===== src/rtl/cv32e40p_fault_pkg.sv =====
// Shared types for the CV32E40P fault monitor.
// Clear-handshake states and counting modes.
package cv32e40p_fault_pkg;

  typedef enum logic [1:0] {
    FM_IDLE,
    FM_CLEAR,
    FM_WAIT_DROP
  } fm_state_e;

  localparam int unsigned FM_MODE_LEVEL = 0;
  localparam int unsigned FM_MODE_EDGE  = 1;

endpackage


===== src/rtl/cv32e40p_fault_counter.sv =====
// Per-source fault tracker: edge detect, saturating counter,
// sticky flag, and event-over-clear priority.
module cv32e40p_fault_counter
  import cv32e40p_fault_pkg::*;
#(
  parameter int unsigned CNT_WIDTH  = 8,
  parameter int unsigned COUNT_MODE = FM_MODE_LEVEL
) (
  input  logic                 clk_i,
  input  logic                 rst_ni,
  input  logic                 fault_i,
  input  logic                 clr_i,
  output logic                 event_o,
  output logic [CNT_WIDTH-1:0] cnt_o,
  output logic [CNT_WIDTH-1:0] cnt_nxt_o,
  output logic                 sticky_o,
  output logic                 sticky_nxt_o
);

  localparam logic [CNT_WIDTH-1:0] CNT_MAX = '1;
  localparam logic [CNT_WIDTH-1:0] CNT_ONE = CNT_WIDTH'(1);

  logic                 fault_q;
  logic                 sticky_d, sticky_q;
  logic [CNT_WIDTH-1:0] cnt_d, cnt_q;
  logic                 ev;

  always_comb begin
    ev       = (COUNT_MODE == FM_MODE_EDGE) ? (fault_i & ~fault_q)
                                            : fault_i;
    cnt_d    = cnt_q;
    sticky_d = sticky_q;
    if (clr_i) begin
      cnt_d    = '0;
      sticky_d = 1'b0;
    end
    // An event in the clear cycle wins and counts as the first of a new run.
    if (ev) begin
      sticky_d = 1'b1;
      if (clr_i)
        cnt_d = CNT_ONE;
      else if (cnt_q != CNT_MAX)
        cnt_d = cnt_q + CNT_ONE;
    end
  end

  always_ff @(posedge clk_i or negedge rst_ni) begin
    if (!rst_ni) begin
      fault_q  <= 1'b0;
      sticky_q <= 1'b0;
      cnt_q    <= '0;
    end else begin
      fault_q  <= fault_i;
      sticky_q <= sticky_d;
      cnt_q    <= cnt_d;
    end
  end

  assign event_o      = ev;
  assign cnt_o        = cnt_q;
  assign cnt_nxt_o    = cnt_d;
  assign sticky_o     = sticky_q;
  assign sticky_nxt_o = sticky_d;

endmodule


===== src/rtl/cv32e40p_fault_monitor.sv =====
// Parametrised fault collector: per-source trackers plus clear
// handshake, first-fault capture and threshold alarm/irq.
module cv32e40p_fault_monitor
  import cv32e40p_fault_pkg::*;
#(
  parameter int unsigned NUM_SRC         = 3,
  parameter int unsigned CNT_WIDTH       = 8,
  parameter int unsigned ALARM_THRESHOLD = 4,
  parameter int unsigned COUNT_MODE      = FM_MODE_LEVEL,
  localparam int unsigned SRC_W = (NUM_SRC > 1) ? $clog2(NUM_SRC) : 1
) (
  input  logic                           clk_i,
  input  logic                           rst_ni,
  input  logic [NUM_SRC-1:0]             fault_i,
  input  logic                           clear_req_i,
  input  logic [NUM_SRC-1:0]             clear_mask_i,
  output logic                           clear_ack_o,
  output logic [NUM_SRC-1:0]             fault_sticky_o,
  output logic [NUM_SRC*CNT_WIDTH-1:0]   fault_cnt_o,
  output logic                           fault_any_o,
  output logic                           first_valid_o,
  output logic [SRC_W-1:0]               first_src_o,
  output logic                           alarm_o,
  output logic                           irq_o
);

  localparam logic [CNT_WIDTH-1:0] ALARM_THR = CNT_WIDTH'(ALARM_THRESHOLD);

  fm_state_e            state_d, state_q;
  logic                 ack_d, ack_q;
  logic [NUM_SRC-1:0]   clr_vec;
  logic [NUM_SRC-1:0]   ev;
  logic [NUM_SRC-1:0]   sticky_nxt;
  logic [CNT_WIDTH-1:0] cnt_nxt [NUM_SRC];

  logic             any_d, any_q;
  logic             fv_d, fv_q;
  logic [SRC_W-1:0] fs_d, fs_q;
  logic [SRC_W-1:0] lowest;
  logic             over_thr;
  logic             alarm_d, alarm_q;
  logic             irq_d, irq_q;

  for (genvar k = 0; k < NUM_SRC; k++) begin : g_src
    cv32e40p_fault_counter #(
      .CNT_WIDTH  (CNT_WIDTH),
      .COUNT_MODE (COUNT_MODE)
    ) u_cnt (
      .clk_i        (clk_i),
      .rst_ni       (rst_ni),
      .fault_i      (fault_i[k]),
      .clr_i        (clr_vec[k]),
      .event_o      (ev[k]),
      .cnt_o        (fault_cnt_o[k*CNT_WIDTH +: CNT_WIDTH]),
      .cnt_nxt_o    (cnt_nxt[k]),
      .sticky_o     (fault_sticky_o[k]),
      .sticky_nxt_o (sticky_nxt[k])
    );
  end

  always_comb begin
    state_d = state_q;
    unique case (state_q)
      FM_IDLE:      if (clear_req_i) state_d = FM_CLEAR;
      FM_CLEAR:     state_d = FM_WAIT_DROP;
      FM_WAIT_DROP: if (!clear_req_i) state_d = FM_IDLE;
      default:      state_d = FM_IDLE;
    endcase
    ack_d   = (state_d == FM_CLEAR);
    clr_vec = (state_q == FM_CLEAR) ? clear_mask_i : '0;
  end

  always_comb begin
    lowest = '0;
    for (int k = NUM_SRC - 1; k >= 0; k--)
      if (ev[k]) lowest = SRC_W'(k);
    fv_d = fv_q;
    fs_d = fs_q;
    if ((state_q == FM_CLEAR) && !(|sticky_nxt))
      fv_d = 1'b0;
    if (!fv_d && (|ev)) begin
      fv_d = 1'b1;
      fs_d = lowest;
    end
    any_d = |sticky_nxt;
  end

  // Counters only fall on a clear, so re-evaluating there is enough.
  always_comb begin
    over_thr = 1'b0;
    for (int k = 0; k < NUM_SRC; k++)
      if (cnt_nxt[k] >= ALARM_THR) over_thr = 1'b1;
    if (state_q == FM_CLEAR)
      alarm_d = over_thr;
    else
      alarm_d = alarm_q | over_thr;
    irq_d = alarm_d & ~alarm_q;
  end

  always_ff @(posedge clk_i or negedge rst_ni) begin
    if (!rst_ni) begin
      state_q <= FM_IDLE;
      ack_q   <= 1'b0;
      any_q   <= 1'b0;
      fv_q    <= 1'b0;
      fs_q    <= '0;
      alarm_q <= 1'b0;
      irq_q   <= 1'b0;
    end else begin
      state_q <= state_d;
      ack_q   <= ack_d;
      any_q   <= any_d;
      fv_q    <= fv_d;
      fs_q    <= fs_d;
      alarm_q <= alarm_d;
      irq_q   <= irq_d;
    end
  end

  assign clear_ack_o   = ack_q;
  assign fault_any_o   = any_q;
  assign first_valid_o = fv_q;
  assign first_src_o   = fs_q;
  assign alarm_o       = alarm_q;
  assign irq_o         = irq_q;

endmodule


===== config.mk =====
export PLATFORM = sky130hd
export DESIGN_NAME = cv32e40p_fault_monitor
export DESIGN_NICKNAME = d
export VERILOG_FILES = /design/src/rtl/cv32e40p_fault_pkg.sv /design/src/rtl/cv32e40p_fault_counter.sv /design/src/rtl/cv32e40p_fault_monitor.sv
export SDC_FILE = /design/constraint.sdc
export NUM_CORES = 1
export LEC_CHECK = 0
export CAP_MARGIN = 20
export CORE_ASPECT_RATIO = 0.6
export CORE_UTILIZATION = 40
export DETAILED_ROUTE_END_ITERATION = 6
export HOLD_SLACK_MARGIN = 0.02
export PLACE_DENSITY = 0.66
export SETUP_SLACK_MARGIN = 0.5
export SYNTH_ARGS = -nofsm -noshare
export SYNTH_HDL_FRONTEND = slang
export SYNTH_SLANG_ARGS = --single-unit

===== constraint.sdc =====
create_clock -name clk_i -period 4.8 [get_ports clk_i]
set_clock_uncertainty 0.15 [all_clocks]
set_input_delay 0.48 -clock clk_i [delete_from_list [all_inputs] [get_ports clk_i]]
set_output_delay 0.48 -clock clk_i [all_outputs]
set_load 0.01 [all_outputs]

### Word-level counts from Yosys, hierarchy flattened

Index checks and enable logic that the tools add are counted.

| operators by class | value |
|---|---|
| magnitude comparators | 3 |
| equality and inequality tests | 6 |
| bitwise operators | 3 |
| $add $sub $neg | 3 |
| reductions and logical operators | 7 |
| mux-type cells | 31 |

Operators by type and width:

| operator | count |
|---|---|
| $mux 8 | 12 |
| $add 8x1->8 const B | 3 |
| $ge 8x3->1 const B | 3 |
| $ne 8x8->1 const B | 3 |
| $mux 1 | 12 |
| $mux 2 | 5 |
| $pmux 2 s3 | 1 |
| $reduce_or 3->1 | 2 |
| $eq 2x1->1 const B | 2 |
| $mux 3 | 1 |
| $eq 2x2->1 const B | 1 |
| $logic_and 1x1->1 | 2 |
| $logic_not 1->1 | 2 |
| $logic_not 2->1 | 1 |
| $and 1x1->1 | 1 |
| $not 1->1 | 1 |
| $or 1x1->1 | 1 |

| storage, ports and cells | value |
|---|---|
| output and inout bits | 34 |
| flip-flop bits (word level) | 36 |
| logic and storage cells | 66 |

### Logic depth before layout (Yosys ltp)

Gate-level depths: netlist of run 1.

| depth | value |
|---|---|
| word-level depth | 13 |
| depth in mapped cells | 7 |

### Cells and area by module

A second synthesis of run 1 with hierarchy kept.

| second synthesis, totals | value |
|---|---|
| cell total of the unflattened synthesis | 211 |
| area, all modules | 1,986.9 µm² |

By module, submodules not included:

| module | seq. area each (µm²) | area an instance (µm²) | instances | cells an instance |
|---|---|---|---|---|
| cv32e40p_fault_counter | 225.2 | 521.8 | 3 | 57 |
| cv32e40p_fault_monitor | 225.2 | 421.7 | 1 | 40 |

### Worst setup path after synthesis of run 1

OpenSTA, ideal clock, no wires.

| timing path | value |
|---|---|
| path kind | reg2reg |
| start | reg g_src[2].u_cnt.cnt_q[0] |
| end | reg alarm_q (netlist: alarm_o) |
| path buffers | 0 |
| slack | 2.299 ns |
| data arrival time | 2.212 ns |
| cell stages (with the launch flop) | 8 |
| cells stage by stage | dfrtp_1 ha_1 nand3_1 or4_1 o211a_2 nor4_2 nand4_1 or4_1 |

RTL lines:

| what | RTL line | RTL |
|---|---|---|
| start, declared | cv32e40p_fault_counter.sv:25 | `logic [CNT_WIDTH-1:0] cnt_d, cnt_q;` |
| start signal, assigned | cv32e40p_fault_counter.sv:55 | `cnt_q <= cnt_d;` |
| end signal, assigned | cv32e40p_fault_monitor.sv:115 | `alarm_q <= alarm_d;` |
| end, declared | cv32e40p_fault_monitor.sv:41 | `logic alarm_d, alarm_q;` |

==> summary.txt, run 1 <==
Yosys
  • #FFs+latches synth: 36
  • Mapped Cells: 195
  • Number of synthesized flops with an enable pin: 0
  • Syn Nets: slightly above 200
  • Sequential area share after synthesis: 48.3%
  • Synth cell count leaders: 36 x dfrtp_1, 17 x nand2_1, 16 x a21oi_1
  • Main flop type after synthesis: dfrtp_1
  • Post-synth cell types: 45
  • Synth warn: 0
  • Ys async rst share: 100%
  • Synthesized area: around 0.0019 sq mm
  • Synth top area share: between 40 and 50%
  • Synth area leaders: dfrtp_1 48%, a21oi_1 4.3%, nand2_1 3.4%, nand3_1 3.2%, nor2_1 2.8%
  • Largest area contributor in the netlist: dfrtp_1
  • Post-Syn Area per Cell: ~9.6 sq um
  • Most frequent cell after synthesis: dfrtp_1

Placed design
  • Placed insts: 289
  • Area of placed instances: 0.00231 sq mm
  • IO buf count: between 40 and 50
  • Final HPWL DP: 3490 um
  • Routability cong.: 0.833

Global route
  • Number of global-route vias before repair: 1463
  • Total congestion overflow: 0
  • Largest net degree at the start of global routing: 37
  • First-pass GRT wire length: 7980 um
  • Antenna violations before repair: 0
  • Total GRT Usage: 21.8%

Layout
  • Post-Route Utilization: 56.5%
  • Fin area: 0.00242 sq mm
  • Layout cells sized above 1: roughly 6.8%
  • Final Net Count: 248
  • Area Growth Syn to Fin: 29.6%
  • Non-filler cells, final: between 200 and 300
  • Fillers: 393
  • Diode count: 0

Pwr
  • Switching power: between 400 and 500 uW
  • Clock power share: 23.4%
  • Sw frac: 35.6%
  • Combinational power share: around a third
  • Power per standard cell area: approximately 470 mW/mm^2
  • Int Pwr: 730 uW
  • Flop pwr share: 42.4%
  • Leak Pwr: 1.03 nW
  • VDD IR max: 0.000253 V

Floorplanning
  • # rows: 18
  • Core area: roughly 0.0043 sq mm
  • I/O pins: 43
  • Die area: 0.00495 sq mm
  • Die H: 54.9 um
  • Initial Util: 43.6%
  • Die X: 90.1 um

Worst setup path
  • Worst-path maximum fanout: 11
  • Crit end category: register
  • CP startpoint kind: primary input
  • Worst Path Required: 4.82 ns
  • CP arrival: 2.87 ns
  • Critical path class: in -> reg

STA
  • Max frequency: 352 MHz
  • Final Max Slew Viols: 0
  • Final Critical Period: roughly 2.8 ns
  • TNS Setup: 0 ns
  • Worst-Margin Slew: 0.771 ns
  • Setup Viol. Count Final: 0
  • Fin crit share: 59.3%
  • Rel. slew slack: 48.6%
  • Final hold vios: 0
  • RSZ-0062 raised after global routing: false
  • Hold Slack: 0.101 ns

Clock tree
  • Clk_lat worst skew: 0.30 ns
  • CTS Sinks: 36
  • Post-CTS sizing: 0
  • Cts hold-fix bufs: 0
  • CTS clk-pin slew, worst paths: 0.07 ns
  • Post-CTS setup buffers: 0
  • CTS Buffer Depth: 2
  • H-tree levels: 2
  • TritonCTS Buffers: 5
  • CTS tree: built
  • CTS root buffer: clkbuf_8

Flow run
  • Max-Cap Viols: 0

Hold path
  • HP Class: in -> async

Detailed routing
  • Via density per instance: 5.56
  • Wire per inst: 16.1 um
  • Residual DRC count: 0
  • Vias post-DR: 1650
  • Detailed Route Iter0 Violations: 99
  • 1st-pass router iterations: 4
  • Detail Route Antenna Nets: 0
  • Routed WL: between 4000 and 5000 um

Run status
  • Status: finished clean
worst max-delay path: stages:
cell and delay (ns):
clkdlybuf4s50_1 0.68, and4_1 0.32, o31ai_2 0.11, o21ai_0 0.17, a21oi_1 0.10, or4_1 0.53, or4_1 0.47
worst paths after layout:
check	endpoint	slack (ns)	from	cells after the start
max in group asynchronous	state_q[0]$_DFF_PN0_	3.90	rst_ni	1
min in group clk_i	g_src[1].u_cnt.sticky_o$_DFF_PN0_	0.37	g_src[1].u_cnt.sticky_o$_DFF_PN0_	1
worst min register to register	g_src[1].u_cnt.sticky_o$_DFF_PN0_	0.37	g_src[1].u_cnt.sticky_o$_DFF_PN0_	1
worst min-delay path	g_src[0].u_cnt.cnt_o[5]$_DFF_PN0_	0.10	rst_ni	1
worst max-delay path	alarm_o$_DFF_PN0_	1.96	fault_i[2]	7
worst max register to register	alarm_o$_DFF_PN0_	2.17	g_src[2].u_cnt.cnt_o[0]$_DFF_PN0_	7
state kept, by name, summed over array words and instances (netlist names), 2 cells and up:
signal and count:
g_src.u_cnt.sticky_o 3, state_q 2, g_src.u_cnt.cnt_o 24, first_src_o 2
logic make-up (layout without fill, tap and decap cells):
| group | after synthesis | count (layout) | synth area share (%) |
|---|---|---|---|
| AOI/OAI and AO/OA | 47 | 47 | 17.1 |
| muxes | 2 | 2 | 1.07 |
| DFF | 36 | 36 | 48.3 |
| adders and majority gates | 3 | 3 | 2.01 |
| xor gates and xnor gates | 4 | 4 | 1.88 |
| buffers and inverters | 20 | 62 | 4.90 |
| and+or+nand+nor | 83 | 83 | 24.7 |
power by group through the flow:
stage	clock (mW)	sequential, mW	combinational [mW]
floorplan	0	0.480	0.194
global placement	0	0.484	0.388
detailed placement	0	0.481	0.389
CTS	0.273	0.478	0.390
global route	0.284	0.498	0.429
finish	0.266	0.481	0.387
routing by layer:
metal,track usage (%),share of wire (%),vias to the layer above
met5,0,0,-
met4,8.06,1.3,0
met3,5.00,6.8,8
met2,27.1,37,63
met1,35.0,55,779
li1,-,-,800
layout make-up:
type / count / area, sq um / share of cell area, %
repair buffers: 42 / 415 / 17.2
inverters: 12 / 45.0 / 1.86
multi-input cells: 139 / 872 / 36.1
clock buffers: 6 / 72.6 / 3.00
flip-flops and latches: 36 / 901 / 37.3
clock inverters: 2 / 35.0 / 1.45
well taps: 60 / 75.1 / 3.11
placed cells by master, fill, tap and decap left out, types with 2 or more instances in the layout:
cell / instances
nor2_1: 14
a31oi_1: 5
nor3_1: 6
nand2_1: 17
a311oi_1: 2
nand3_1: 12
o211ai_1: 2
mux2i_1: 2
nor3b_1: 2
nand4_1: 6
inv_1: 12
or4_1: 4
a21boi_0: 2
xor2_1: 3
clkbuf_8: 5
o21ai_0: 4
a21oi_1: 16
nand2b_1: 2
a21o_1: 3
ha_1: 3
and3_1: 3
clkdlybuf4s50_1: 41
dfrtp_1: 36
and4_1: 5
or3_1: 2
nand3b_1: 4
a211oi_1: 3
per-stage QoR:
stage | setup slack, ns | power (mW)
6_report | 1.96 | 1.13
5_1_grt | 1.79 | 1.21
4_1_cts | 1.99 | 1.14
3_5_place_dp | 1.66 | 0.871
3_3_place_gp | 1.71 | 0.871
2_1_floorplan | 2.30 | 0.674
Note: power is estimated with default switching activity, not from simulation.
==> inputs of run 2 (changes only) <==
Clock period 4.8 ns to 2.75 ns, I/O delays scaled along.
==> summary.txt, run 2 (synthesis results as in run 1) <==
Global route
  • Antenna violations before repair: 0 (unchanged)
  • Total congestion overflow: 0 (unchanged)
  • Number of global-route vias before repair: 1583 (was 1463)
  • Largest net degree at the start of global routing: 37 (unchanged)
  • Total GRT Usage: 22.2% (was 21.8%)
  • First-pass GRT wire length: 8200 um (was 7980 um)

STA
  • Rel. slew slack: 70.1% (was 48.6%)
  • Max frequency: 428 MHz
  • Final Max Slew Viols: 0 (unchanged)
  • Setup Viol. Count Final: 0 (unchanged)
  • Final hold vios: 0 (unchanged)
  • RSZ-0062 raised after global routing: true (was false)
  • Slack of the critical path: 0.416 ns (was 1.96 ns)
  • Hold Slack: 0.243 ns (was 0.101 ns)
  • Final Critical Period: ~2.3 ns
  • Worst-Margin Slew: 0.448 ns (was 0.771 ns)
  • TNS Setup: 0 ns (unchanged)
  • Fin crit share: 84.9%

Worst setup path
  • FF-to-FF setup slack: 0.42 ns (was 2.17 ns)
  • Reg2reg path depth: 7 (unchanged)
  • Slowest-stage cell, CP: or4_1 (was clkdlybuf4s50_1)
  • CP startpoint kind: register (was primary input)
  • CP arrival: 2.35 ns (was 2.87 ns)
  • Worst Path Required: 2.77 ns (was 4.82 ns)
  • Critical path class: reg -> reg (was in -> reg)
  • Worst-path maximum fanout: 8 (was 11)
  • Worst reg2reg path startpoint: g_src[2].u_cnt.cnt_o[2]$_DFF_PN0_ (was g_src[2].u_cnt.cnt_o[0]$_DFF_PN0_)
  • Worst reg2reg endpoint: alarm_o$_DFF_PN0_ (unchanged)
  • Max stage delay on crit path: 0.50 ns (was 0.68 ns)
  • Crit end category: register (unchanged)
  • Worst setup path startpoint: g_src[2].u_cnt.cnt_o[2]$_DFF_PN0_ (was fault_i[2])
  • Crit path cell chain: buf_4 -> nand3_2 -> o31ai_4 -> or3_4 -> a21oi_1 -> or4_4 -> or4_1 (was clkdlybuf4s50_1 -> and4_1 -> o31ai_2 -> o21ai_0 -> a21oi_1 -> or4_1 -> or4_1)

Placed design
  • Pre-CTS setup slack: 0.0215 ns (was 1.66 ns)
  • IO buf count: 42 (unchanged)
  • Placed insts: 298 (was 289)
  • Final HPWL DP: 3340 um (was 3490 um)
  • Area of placed instances: 0.00244 sq mm (was 0.00231 sq mm)
  • Routability cong.: 0.869 (was 0.833)

Layout
  • Fillers: 347 (was 393)
  • Post-Route Utilization: 66.3% (was 56.5%)
  • Area Growth Syn to Fin: 52.3% (was 29.6%)
  • Area of the multi-input gates: 0.00101 sq mm (was 872 sq um)
  • Diode count: 0 (unchanged)
  • Most common cell after layout, fill and taps aside: clkdlybuf4s50_1 (unchanged)
  • Fin area: 0.00284 sq mm (was 0.00242 sq mm)
  • Most frequent cells in the layout: 40 x clkdlybuf4s50_1, 34 x buf_4, 22 x dfrtp_1 (was 41 x clkdlybuf4s50_1, 36 x dfrtp_1, 17 x nand2_1)
  • Max FFs per register: 24 (unchanged)
  • Register Area: 918 sq um (was 901 sq um)
  • Final Net Count: 284 (was 248)
  • Non-filler cells, final: 333 (was 297)
  • Layout cells sized above 1: 33.7% (was 6.75%)

Detailed routing
  • Detailed Route Iter0 Violations: 82 (was 99)
  • Routed WL: 5080 um (was 4780 um)
  • Detail Route Antenna Nets: 0 (unchanged)
  • 1st-pass router iterations: 4 (unchanged)
  • Wire per inst: 15.3 um (was 16.1 um)
  • Residual DRC count: 0 (unchanged)
  • Vias post-DR: 1815 (was 1650)
  • Via density per instance: 5.45 (was 5.56)

Pwr
  • VDD IR max: 0.000404 V (was 0.000253 V)
  • Power per standard cell area: 791 mW/mm^2 (was 469 mW/mm^2)
  • Leak Pwr: 1.21 nW (was 1.03 nW)
  • Total chip power: 2.25 mW (was 1.13 mW)

Clock tree
  • CTS Buffer Depth: 2 (unchanged)
  • TritonCTS Buffers: 5 (unchanged)
  • H-tree levels: 2 (unchanged)
  • Clk_lat worst skew: 0.30 ns (about the same)
  • CTS tree: built (unchanged)
  • CTS root buffer: clkbuf_8 (unchanged)
  • Cts hold-fix bufs: 0 (unchanged)
  • CTS clk-pin slew, worst paths: 0.08 ns (was 0.07 ns)
  • CTS Sinks: 36 (unchanged)

Floorplanning
  • Die X: 90.1 um (unchanged)
  • Die area: 0.00495 sq mm (unchanged)
  • Die H: 54.9 um (unchanged)
  • I/O pins: 43 (unchanged)
  • # rows: 18 (unchanged)
  • Core area: 0.00428 sq mm (unchanged)
  • Initial Util: 43.6% (unchanged)

Hold path
  • HP Class: in -> async (unchanged)

Flow run
  • Max-Cap Viols: 0 (unchanged)

Run status
  • Status: finished clean (unchanged)
[run 2: where the power goes]
part	switching, mW	leakage (nW)	internal [mW]
sequential	0.149	0.426	0.667
clock	0.204	0.0516	0.205
combinational	0.450	0.735	0.571
[run 2: how the worst max path moves through the flow]
stage | end | slack, ns | cells after the start
3_3_place_gp | alarm_o$_DFF_PN0_ | 0.13 | 7
3_5_place_dp | alarm_o$_DFF_PN0_ | 0.02 | 7
2_1_floorplan | alarm_o$_DFF_PN0_ | 0.50 | 7
5_1_grt | alarm_o$_DFF_PN0_ | 0.34 | 7
4_1_cts | alarm_o$_DFF_PN0_ | 0.47 | 6
6_report | alarm_o$_DFF_PN0_ | 0.42 | 7
[run 2: area by class of cell]
cell class	count	area share [%]
inverters	12	1.59
clock buffers	6	2.91
well taps	60	2.64
flip-flops and latches	36	32.3
clock inverters	2	0.485
multi-input cells	139	35.5
repair buffers	78	24.5
[run 2: critical path: cells and delay by family, from the launching register on]
family          cells  cell delay (ns)
simple gates        4             1.19
flops               1             0.38
compound gates      2             0.30
buf+inv             1             0.18
[run 2: what timing repair did]
action	in CTS	in global routing
pin swaps	12	4
endpoints found under the setup margin	3	3
buffers inserted	24	3
resized for setup	26	10
[run 2: metal layers]
layer | track usage, % | vias to the layer above | wire length, um
met2 | 31.3 | 47 | 2080
li1 | - | 878 | -
met1 | 32.8 | 884 | 2700
met4 | 7.26 | 0 | 43
met5 | 0 | - | 0
met3 | 5.69 | 6 | 261
